[config.mk]
export PLATFORM = sky130hd
export DESIGN_NAME = load_store_unit_flat
export DESIGN_NICKNAME = d
export VERILOG_FILES = /design/src/rtl/load_store_unit_if.sv /design/src/rtl/load_store_unit.sv /design/src/flat_wrapper.sv
export SDC_FILE = /design/constraint.sdc
export NUM_CORES = 1
export LEC_CHECK = 0
export CAP_MARGIN = 20
export CORE_MARGIN = 2
export CORE_UTILIZATION = 43
export DETAILED_ROUTE_END_ITERATION = 7
export PLACE_DENSITY = 0.83
export SETUP_SLACK_MARGIN = 0.05
export SLEW_MARGIN = 20
export SYNTH_ARGS = -nofsm -noshare
export SYNTH_HDL_FRONTEND = slang
export SYNTH_SLANG_ARGS = --single-unit
[constraint.sdc]
create_clock -name clk_i -period 2.04 [get_ports clk_i]
set_input_delay 0.408 -clock clk_i [delete_from_list [all_inputs] [get_ports clk_i]]
set_output_delay 0.408 -clock clk_i [all_outputs]
set_load 0.03 [all_outputs]
[src/rtl/load_store_unit_if.sv]
// Memory-stage request and data-memory bus signals for load_store_unit.
// The slave modport is the LSU; the master modport is the pipeline/memory side.
interface load_store_unit_if;
  logic        m_valid_i;
  logic        m_we_i;
  logic [1:0]  m_size_i;
  logic        m_unsigned_i;
  logic [31:0] m_addr_i;
  logic [31:0] m_store_data_i;
  logic [4:0]  m_rd_i;
  logic        m_stall_o;

  logic        dmem_req_o;
  logic        dmem_we_o;
  logic [31:0] dmem_addr_o;
  logic [3:0]  dmem_be_o;
  logic [31:0] dmem_wdata_o;
  logic        dmem_gnt_i;
  logic        dmem_rvalid_i;
  logic [31:0] dmem_rdata_i;

  logic        w_load_valid_o;
  logic [31:0] w_load_data_o;
  logic [4:0]  w_rd_o;

  logic        misaligned_o;
  logic [31:0] misaligned_addr_o;

  modport slave (
    input  m_valid_i, m_we_i, m_size_i, m_unsigned_i, m_addr_i, m_store_data_i, m_rd_i,
    output m_stall_o,
    output dmem_req_o, dmem_we_o, dmem_addr_o, dmem_be_o, dmem_wdata_o,
    input  dmem_gnt_i, dmem_rvalid_i, dmem_rdata_i,
    output w_load_valid_o, w_load_data_o, w_rd_o,
    output misaligned_o, misaligned_addr_o
  );

  modport master (
    output m_valid_i, m_we_i, m_size_i, m_unsigned_i, m_addr_i, m_store_data_i, m_rd_i,
    input  m_stall_o,
    input  dmem_req_o, dmem_we_o, dmem_addr_o, dmem_be_o, dmem_wdata_o,
    output dmem_gnt_i, dmem_rvalid_i, dmem_rdata_i,
    input  w_load_valid_o, w_load_data_o, w_rd_o,
    input  misaligned_o, misaligned_addr_o
  );
endinterface

[src/rtl/load_store_unit.sv]
// Single-outstanding load/store unit: aligns stores onto byte lanes, extracts and
// extends load data, and flags misaligned accesses without touching the bus.
module load_store_unit (
  input  logic             clk_i,
  input  logic             rst_i,
  load_store_unit_if.slave lsu
);

  typedef enum logic [1:0] {IDLE, REQ, WAIT, DONE} state_e;

  state_e      state_q, state_d;

  logic        we_q;
  logic        uns_q;
  logic [1:0]  size_q;
  logic [31:0] addr_q;
  logic [31:0] sdata_q;
  logic [4:0]  rd_q;
  logic [31:0] load_data_q;
  logic        mis_q;
  logic [31:0] mis_addr_q;

  logic        aligned;
  logic        accept;
  logic        misalign_hit;
  logic [3:0]  lane_be;
  logic [31:0] lane_wdata;
  logic [7:0]  rd_byte;
  logic [15:0] rd_half;
  logic [31:0] load_fmt;

  always_comb begin
    aligned = 1'b1;
    case (lsu.m_size_i)
      2'b00:   aligned = 1'b1;
      2'b01:   aligned = ~lsu.m_addr_i[0];
      default: aligned = (lsu.m_addr_i[1:0] == 2'b00);
    endcase
  end

  assign accept       = (state_q == IDLE) && lsu.m_valid_i && aligned;
  assign misalign_hit = (state_q == IDLE) && lsu.m_valid_i && !aligned;

  always_ff @(posedge clk_i) begin
    if (rst_i) state_q <= IDLE;
    else       state_q <= state_d;
  end

  // Stall depends only on state and m_* inputs, never on the bus responses.
  always_comb begin
    state_d       = state_q;
    lsu.m_stall_o = 1'b0;
    case (state_q)
      IDLE: begin
        if (accept) begin
          state_d       = REQ;
          lsu.m_stall_o = 1'b1;
        end
      end
      REQ: begin
        lsu.m_stall_o = 1'b1;
        if (lsu.dmem_gnt_i) state_d = we_q ? DONE : WAIT;
      end
      WAIT: begin
        lsu.m_stall_o = 1'b1;
        if (lsu.dmem_rvalid_i) state_d = DONE;
      end
      DONE: state_d = IDLE;
      default: state_d = IDLE;
    endcase
  end

  always_comb begin
    lane_be    = 4'b1111;
    lane_wdata = sdata_q;
    case (size_q)
      2'b00: begin
        lane_be    = 4'b0001 << addr_q[1:0];
        lane_wdata = {4{sdata_q[7:0]}};
      end
      2'b01: begin
        lane_be    = 4'b0011 << addr_q[1:0];
        lane_wdata = {2{sdata_q[15:0]}};
      end
      default: begin
        lane_be    = 4'b1111;
        lane_wdata = sdata_q;
      end
    endcase
  end

  always_comb begin
    rd_byte  = lsu.dmem_rdata_i[{addr_q[1:0], 3'b000} +: 8];
    rd_half  = lsu.dmem_rdata_i[{addr_q[1], 4'b0000} +: 16];
    load_fmt = lsu.dmem_rdata_i;
    case (size_q)
      2'b00:   load_fmt = {{24{~uns_q & rd_byte[7]}}, rd_byte};
      2'b01:   load_fmt = {{16{~uns_q & rd_half[15]}}, rd_half};
      default: load_fmt = lsu.dmem_rdata_i;
    endcase
  end

  always_ff @(posedge clk_i) begin
    if (rst_i) begin
      we_q        <= 1'b0;
      uns_q       <= 1'b0;
      size_q      <= '0;
      addr_q      <= '0;
      sdata_q     <= '0;
      rd_q        <= '0;
      load_data_q <= '0;
      mis_q       <= 1'b0;
      mis_addr_q  <= '0;
    end else begin
      mis_q <= misalign_hit;
      if (misalign_hit) mis_addr_q <= lsu.m_addr_i;
      if (accept) begin
        we_q    <= lsu.m_we_i;
        uns_q   <= lsu.m_unsigned_i;
        size_q  <= lsu.m_size_i;
        addr_q  <= lsu.m_addr_i;
        sdata_q <= lsu.m_store_data_i;
        rd_q    <= lsu.m_rd_i;
      end
      if (state_q == WAIT && lsu.dmem_rvalid_i) load_data_q <= load_fmt;
    end
  end

  // Bus fields come only from latched registers and are zero outside REQ.
  assign lsu.dmem_req_o   = (state_q == REQ);
  assign lsu.dmem_we_o    = (state_q == REQ) && we_q;
  assign lsu.dmem_addr_o  = (state_q == REQ) ? {addr_q[31:2], 2'b00} : '0;
  assign lsu.dmem_be_o    = (state_q == REQ) ? lane_be : '0;
  assign lsu.dmem_wdata_o = ((state_q == REQ) && we_q) ? lane_wdata : '0;

  assign lsu.w_load_valid_o = (state_q == DONE) && !we_q;
  assign lsu.w_load_data_o  = load_data_q;
  assign lsu.w_rd_o         = rd_q;

  assign lsu.misaligned_o      = mis_q;
  assign lsu.misaligned_addr_o = mis_addr_q;

endmodule

[src/flat_wrapper.sv]
// flat-port wrapper written by rule: the top's interface ports become plain ports
module load_store_unit_flat 
  (clk_i, rst_i, lsu_m_valid_i, lsu_m_we_i, lsu_m_size_i, lsu_m_unsigned_i, lsu_m_addr_i, lsu_m_store_data_i, lsu_m_rd_i, lsu_m_stall_o, lsu_dmem_req_o, lsu_dmem_we_o, lsu_dmem_addr_o, lsu_dmem_be_o, lsu_dmem_wdata_o, lsu_dmem_gnt_i, lsu_dmem_rvalid_i, lsu_dmem_rdata_i, lsu_w_load_valid_o, lsu_w_load_data_o, lsu_w_rd_o, lsu_misaligned_o, lsu_misaligned_addr_o);
  load_store_unit_if lsu_i ();
  input  logic clk_i;
  input  logic rst_i;
  input wire logic [$bits(lsu_i.m_valid_i)-1:0] lsu_m_valid_i;
  input wire logic [$bits(lsu_i.m_we_i)-1:0] lsu_m_we_i;
  input wire logic [$bits(lsu_i.m_size_i)-1:0] lsu_m_size_i;
  input wire logic [$bits(lsu_i.m_unsigned_i)-1:0] lsu_m_unsigned_i;
  input wire logic [$bits(lsu_i.m_addr_i)-1:0] lsu_m_addr_i;
  input wire logic [$bits(lsu_i.m_store_data_i)-1:0] lsu_m_store_data_i;
  input wire logic [$bits(lsu_i.m_rd_i)-1:0] lsu_m_rd_i;
  output wire logic [$bits(lsu_i.m_stall_o)-1:0] lsu_m_stall_o;
  output wire logic [$bits(lsu_i.dmem_req_o)-1:0] lsu_dmem_req_o;
  output wire logic [$bits(lsu_i.dmem_we_o)-1:0] lsu_dmem_we_o;
  output wire logic [$bits(lsu_i.dmem_addr_o)-1:0] lsu_dmem_addr_o;
  output wire logic [$bits(lsu_i.dmem_be_o)-1:0] lsu_dmem_be_o;
  output wire logic [$bits(lsu_i.dmem_wdata_o)-1:0] lsu_dmem_wdata_o;
  input wire logic [$bits(lsu_i.dmem_gnt_i)-1:0] lsu_dmem_gnt_i;
  input wire logic [$bits(lsu_i.dmem_rvalid_i)-1:0] lsu_dmem_rvalid_i;
  input wire logic [$bits(lsu_i.dmem_rdata_i)-1:0] lsu_dmem_rdata_i;
  output wire logic [$bits(lsu_i.w_load_valid_o)-1:0] lsu_w_load_valid_o;
  output wire logic [$bits(lsu_i.w_load_data_o)-1:0] lsu_w_load_data_o;
  output wire logic [$bits(lsu_i.w_rd_o)-1:0] lsu_w_rd_o;
  output wire logic [$bits(lsu_i.misaligned_o)-1:0] lsu_misaligned_o;
  output wire logic [$bits(lsu_i.misaligned_addr_o)-1:0] lsu_misaligned_addr_o;
  assign lsu_i.m_valid_i = lsu_m_valid_i;
  assign lsu_i.m_we_i = lsu_m_we_i;
  assign lsu_i.m_size_i = lsu_m_size_i;
  assign lsu_i.m_unsigned_i = lsu_m_unsigned_i;
  assign lsu_i.m_addr_i = lsu_m_addr_i;
  assign lsu_i.m_store_data_i = lsu_m_store_data_i;
  assign lsu_i.m_rd_i = lsu_m_rd_i;
  assign lsu_m_stall_o = lsu_i.m_stall_o;
  assign lsu_dmem_req_o = lsu_i.dmem_req_o;
  assign lsu_dmem_we_o = lsu_i.dmem_we_o;
  assign lsu_dmem_addr_o = lsu_i.dmem_addr_o;
  assign lsu_dmem_be_o = lsu_i.dmem_be_o;
  assign lsu_dmem_wdata_o = lsu_i.dmem_wdata_o;
  assign lsu_i.dmem_gnt_i = lsu_dmem_gnt_i;
  assign lsu_i.dmem_rvalid_i = lsu_dmem_rvalid_i;
  assign lsu_i.dmem_rdata_i = lsu_dmem_rdata_i;
  assign lsu_w_load_valid_o = lsu_i.w_load_valid_o;
  assign lsu_w_load_data_o = lsu_i.w_load_data_o;
  assign lsu_w_rd_o = lsu_i.w_rd_o;
  assign lsu_misaligned_o = lsu_i.misaligned_o;
  assign lsu_misaligned_addr_o = lsu_i.misaligned_addr_o;
  load_store_unit u_core (.clk_i(clk_i), .rst_i(rst_i), .lsu(lsu_i));
endmodule
* Word level (Yosys, flattened, before mapping)
Index checks and enable logic that the tools add are counted.
** Storage, ports and cells
- Output and inout bits :: 142
- Logic and storage cells :: 54
- Register bits :: 140
** Cells by class
- Reduce and logical (&&, ||, !) cells :: 14
- Multiplexer cells :: 14
- Eq/ne operators :: 8
- Shift-type cells :: 4
- Bitwise operators :: 4
** Operators with widths (count)
- $pmux 32 s2 :: 2
- $mux 32 :: 2
- $shiftx 32x6->16 :: 1
- $shiftx 32x6->8 :: 1
- $logic_not 2->1 :: 4
- $pmux 2 s4 :: 1
- $pmux 4 s2 :: 1
- $eq 2x1->1 const B :: 3
- $logic_and 1x1->1 :: 6
- $mux 2 :: 3
- $eq 2x2->1 const B :: 2
- $mux 4 :: 1
- $ne 2x1->1 const B :: 2
- $pmux 1 s2 :: 2
- $shl 1x2->4 const A :: 1
- $shl 2x2->4 const A :: 1
- $reduce_and 3->1 :: 1
- $and 1x1->1 :: 2
- $logic_not 1->1 :: 2
- $mux 1 :: 2
- $ne 2x2->1 const B :: 1
- $not 1->1 :: 2
- $reduce_or 2->1 :: 1

* Depth between registers and ports, before layout
- Depth after elaboration :: 5
- Gate-level depth with buffers :: 8

* Worst setup path after synthesis
OpenSTA, ideal clock, no wires.
- Path kind :: register to output
- Start point :: reg u_core.state_q[1]
- End point :: out lsu_dmem_wdata_o[12]
- Stages on the path, launching flop included :: 6
- Data arrival time :: 1733 ps
- Setup slack :: -101 ps
- Cells stage by stage :: dfxtp_1 -> inv_1 -> ha_1 -> nand2_1 -> clkbuf_1 -> a21oi_1
** Between the ends
- Word-level cells in the longest chain between the ends :: 3
** RTL lines
- start: declaration :: RTL line load_store_unit.sv:11 : state_e state_q, state_d;
- start signal: assignment :: RTL line load_store_unit.sv:46 : else state_q <= state_d;
- $eq 2x1->1
- named net lsu_dmem_req_o :: RTL line flat_wrapper.sv:15 : output wire logic [$bits(lsu_i.dmem_req_o)-1:0] lsu_dmem_req_o;
- $logic_and 1x1->1 :: RTL line load_store_unit.sv:134 : assign lsu.dmem_wdata_o = ((state_q == REQ) && we_q) ? lane_wdata : '0;
- $mux 32 :: RTL line load_store_unit.sv:134
- end: declaration :: RTL line flat_wrapper.sv:19 : output wire logic [$bits(lsu_i.dmem_wdata_o)-1:0] lsu_dmem_wdata_o;
The timed path passes the listed nets, and every way through them passes these cells.

* Worst setup path after layout
- Start point :: reg u_core.size_q[0]
- End point :: out lsu_dmem_wdata_o[8]
** Between the ends
- Word-level cells in the longest chain between the ends :: 3
- Elaborated cells on any way between the ends :: 4
- Those cells by class :: eq/ne: 1; mux: 2; reduce/logical: 1
** RTL lines
- start: declaration :: RTL line load_store_unit.sv:15 : logic [1:0] size_q;
- start signal: assignment :: RTL line load_store_unit.sv:120 : size_q <= lsu.m_size_i;
- $eq 2x1->1 or $logic_not 2->1 (tied branches) :: RTL line load_store_unit.sv:76 : case (size_q)
- $pmux 32 s2 (*) :: RTL line load_store_unit.sv:76
- $mux 32 (*) :: RTL line load_store_unit.sv:134
Mark *: on every way between the ends. The rest lies on a longest branch, timed or not.

==> flow_metrics.env <==
export IMPL_synth_edf_count=0
export IMPL_synth_top_area_share=0.4533
export IMPL_stdcell_count=1265
export IMPL_initial_core_util=0.4420
export IMPL_maxCapViolCount=0
export IMPL_fin_crit_sh=1.025
export IMPL_via_count=6981
export IMPL_design_area_mm2=0.01053
export IMPL_critPathMaxStageDelay_ps=380
export IMPL_dr_pass1_iters=5
export IMPL_die_x_um=123.9
export IMPL_worstHoldPathType="flip-flop to flip-flop"
export IMPL_die_area_mm2=0.01535
export IMPL_dp_cells=1215
export IMPL_io_buffer_count=249
export IMPL_fin_crit_ps=2090
export IMPL_synthCells=818
export IMPL_grt_pass1_wl_um=32050
export IMPL_status="complete, but fails checks"
export IMPL_ys_warn_count=0
export IMPL_p_leak_nw=3.922
export IMPL_path_delay_family="buffers and inverters"
export IMPL_coreArea_mm2=0.01399
export IMPL_skew_ps=7.291
export IMPL_nFillCells=1004
export IMPL_crit_buf_inv=3
export IMPL_place_congestion=0.8478
export IMPL_path_clk_slew_ps=60
export IMPL_crit_chain="clkbuf_16, nor2_4, buf_12, nand2_4, a21oi_2, buf_6"
export IMPL_cts_root_buf="clkbuf_16"
export IMPL_yosysTopAreaCell="dfxtp_1"
export IMPL_hold_viol_final=0
export IMPL_ant_nets=0
export IMPL_ir_drop_mv=0.7936
export IMPL_avgSynthCellArea_um2=7.559
export IMPL_grt_pass1_vias=6288
export IMPL_drive_gt1_frac=0.2445
export IMPL_rsz0062_at_grt="true"
export IMPL_area_growth_pct=70.23
export IMPL_relSlewSlack=0.6177
export IMPL_power_mw=10.71
export IMPL_max_freq_mhz=478.4
export IMPL_drv_slew=0
export IMPL_synthArstFlopShare=0
export IMPL_netlist_top_cells_area="dfxtp_1 (45%), nand2_1 (15%), a21oi_1 (12%)"
export IMPL_grt_start_max_net_pins=115
export IMPL_mostFrequentLayoutCell="nand2_1"
export IMPL_post_drt_wl_per_cell_um=19.08
export IMPL_antenna_found_initial=1
export IMPL_synthFlopType="dfxtp_1"
export IMPL_grt_usage=0.2735
export IMPL_rows=43
export IMPL_tightest_slew_ps=573.5
export IMPL_crit_path_end_kind="primary output"
export IMPL_p_per_area_mw_per_mm2=1018
export IMPL_cp_max_fo=8
export IMPL_drc=0
export IMPL_cts_hold_buffers=0
export IMPL_nets=1186
export IMPL_violations="setup timing"
export IMPL_grt_overflow_total=0
export IMPL_clock_sinks=140
export IMPL_cts_inserted_buffers=17
export IMPL_die_h_um=123.9
export IMPL_multiInputGateArea_mm2=0.003561
export IMPL_worst_slack_ps=-50.34
export IMPL_htree_levels=4
export IMPL_synth_cell_types=41
export IMPL_drtIter0Drc=533
export IMPL_most_common_layout_cells="nand2_1 (241), clkdlybuf4s50_1 (178), dfxtp_1 (134)"
export IMPL_setup_worst_path_start_class="flip-flop"
export IMPL_hpwl_um=14140
export IMPL_cp_required_ps=1630
export IMPL_critPathArrivalTime_ps=1680
export IMPL_syn_cell_area_mm2=0.006183
export IMPL_wirelength_um=24140
export IMPL_ys_ff_latch=140
export IMPL_ff_latch_area_mm2=0.002823
export IMPL_pre_cts_slack_ps=-47.60
export IMPL_cts_tree="yes"
export IMPL_io_pins=252
export IMPL_cts_buffer_depth=2
export IMPL_yosysSeqAreaShare=0.4533
export IMPL_critical_path_class="flip-flop to primary output"
export IMPL_placed_area_mm2=0.008855
export IMPL_critPathSlowestCell="dfxtp_4"
export IMPL_setup_viol=7
export IMPL_clk_insertion_delay_late_ps=420
export IMPL_whs_ps=454.9
export IMPL_vias_per_cell=5.519
[cell usage after synthesis, types with 7 or more instances]
cell type	instances
a211oi_1	8
a21oi_1	143
a221oi_1	7
a22o_1	11
a22oi_1	9
and2_1	31
and3_1	8
buf_2	15
clkbuf_1	44
dfxtp_1	140
inv_1	9
mux2i_1	22
nand2_1	252
nor2_1	50
o21ai_0	30
[final cells by class]
cell class                 count  share of cell area
multi-input combinational    604              0.3383
timing repair buffer         299              0.3055
sequential                   140              0.2682
clock buffer                  21             0.04469
tap                          180             0.02140
clock inverter                11             0.01783
inverter                       9            0.003923
antenna                        1           0.0002377
[tightest hold or removal path, delay by kind of cell (launching register included)]
kind | cells | cell delay [ps]
AND/OR/NAND/NOR | 1 | 50
AO/OA/AOI/OAI | 1 | 50
flip-flops | 1 | 310
[path summary, 6_finish.rpt]
path	startpoint	to	slack (ps)	depth (start not counted)
setup reg to reg	u_core.size_q[0]	u_core.lsu.w_load_data_o[3]	300	5
setup / recovery	u_core.size_q[0]	lsu_dmem_wdata_o[8]	-50	6
hold reg to reg	u_core.addr_q[26]	u_core.addr_q[26]	450	2
hold / removal	u_core.addr_q[26]	u_core.addr_q[26]	450	2
[timing repair]
action	4_1_cts	5_1_grt
setup endpoints to repair	69	44
pin swaps	5	36
buffers inserted	5	5
gates cloned	1	6
resized for setup	52	160
[logic make-up (layout without fill, tap and decap cells)]
logic type,count (synthesis),after routing,synth area share
buffers and inverters,75,340,0.05220
and+or+nand+nor,352,352,0.2351
adders and majority gates,5,5,0.01012
DFF,140,140,0.4533
other,1,3,0.0006065
AOI/OAI and AO/OA,219,219,0.2015
muxes,26,26,0.04715
[per-stage QoR]
stage / TNS [ps] / util
after CTS: -31.69 / 0.6977
after global routing: -1099 / 0.7523
after floorplan: 0 / -
final: -97.95 / 0.7525
after detailed placement: -760.8 / 0.6330
after global placement: -150.3 / 0.6330
[power breakdown]
| group | switching [mW] | leakage (nW) | total [mW] | internal (mW) |
|---|---|---|---|---|
| combinational | 2.15 | 2.45 | 3.81 | 1.66 |
| sequential | 0.298 | 1.14 | 3.41 | 3.11 |
| clock | 1.23 | 0.327 | 3.50 | 2.27 |
[registers in the layout, indices dropped and copies added, names as in the netlist]
register                      count
u_core.addr_q                    32
u_core.lsu.misaligned_addr_o     32
u_core.lsu.w_load_data_o         32
u_core.sdata_q                   32
u_core.lsu.w_rd_o                 5
u_core.size_q                     2
u_core.state_q                    2
u_core.lsu.misaligned_o           1
u_core.uns_q                      1
u_core.we_q                       1
[layer usage]
metal  wire length, µm  part of all wire  global-route usage  up-vias
li1                  -                 -                   -     3241
met5                11           0.00046                   0        -
met4               804             0.033             0.09059        2
met1              8755              0.36              0.3069     3287
met2             12090              0.50              0.4705      378
met3              2470              0.10              0.1126       73
Note: power is estimated with default switching activity, not from simulation.
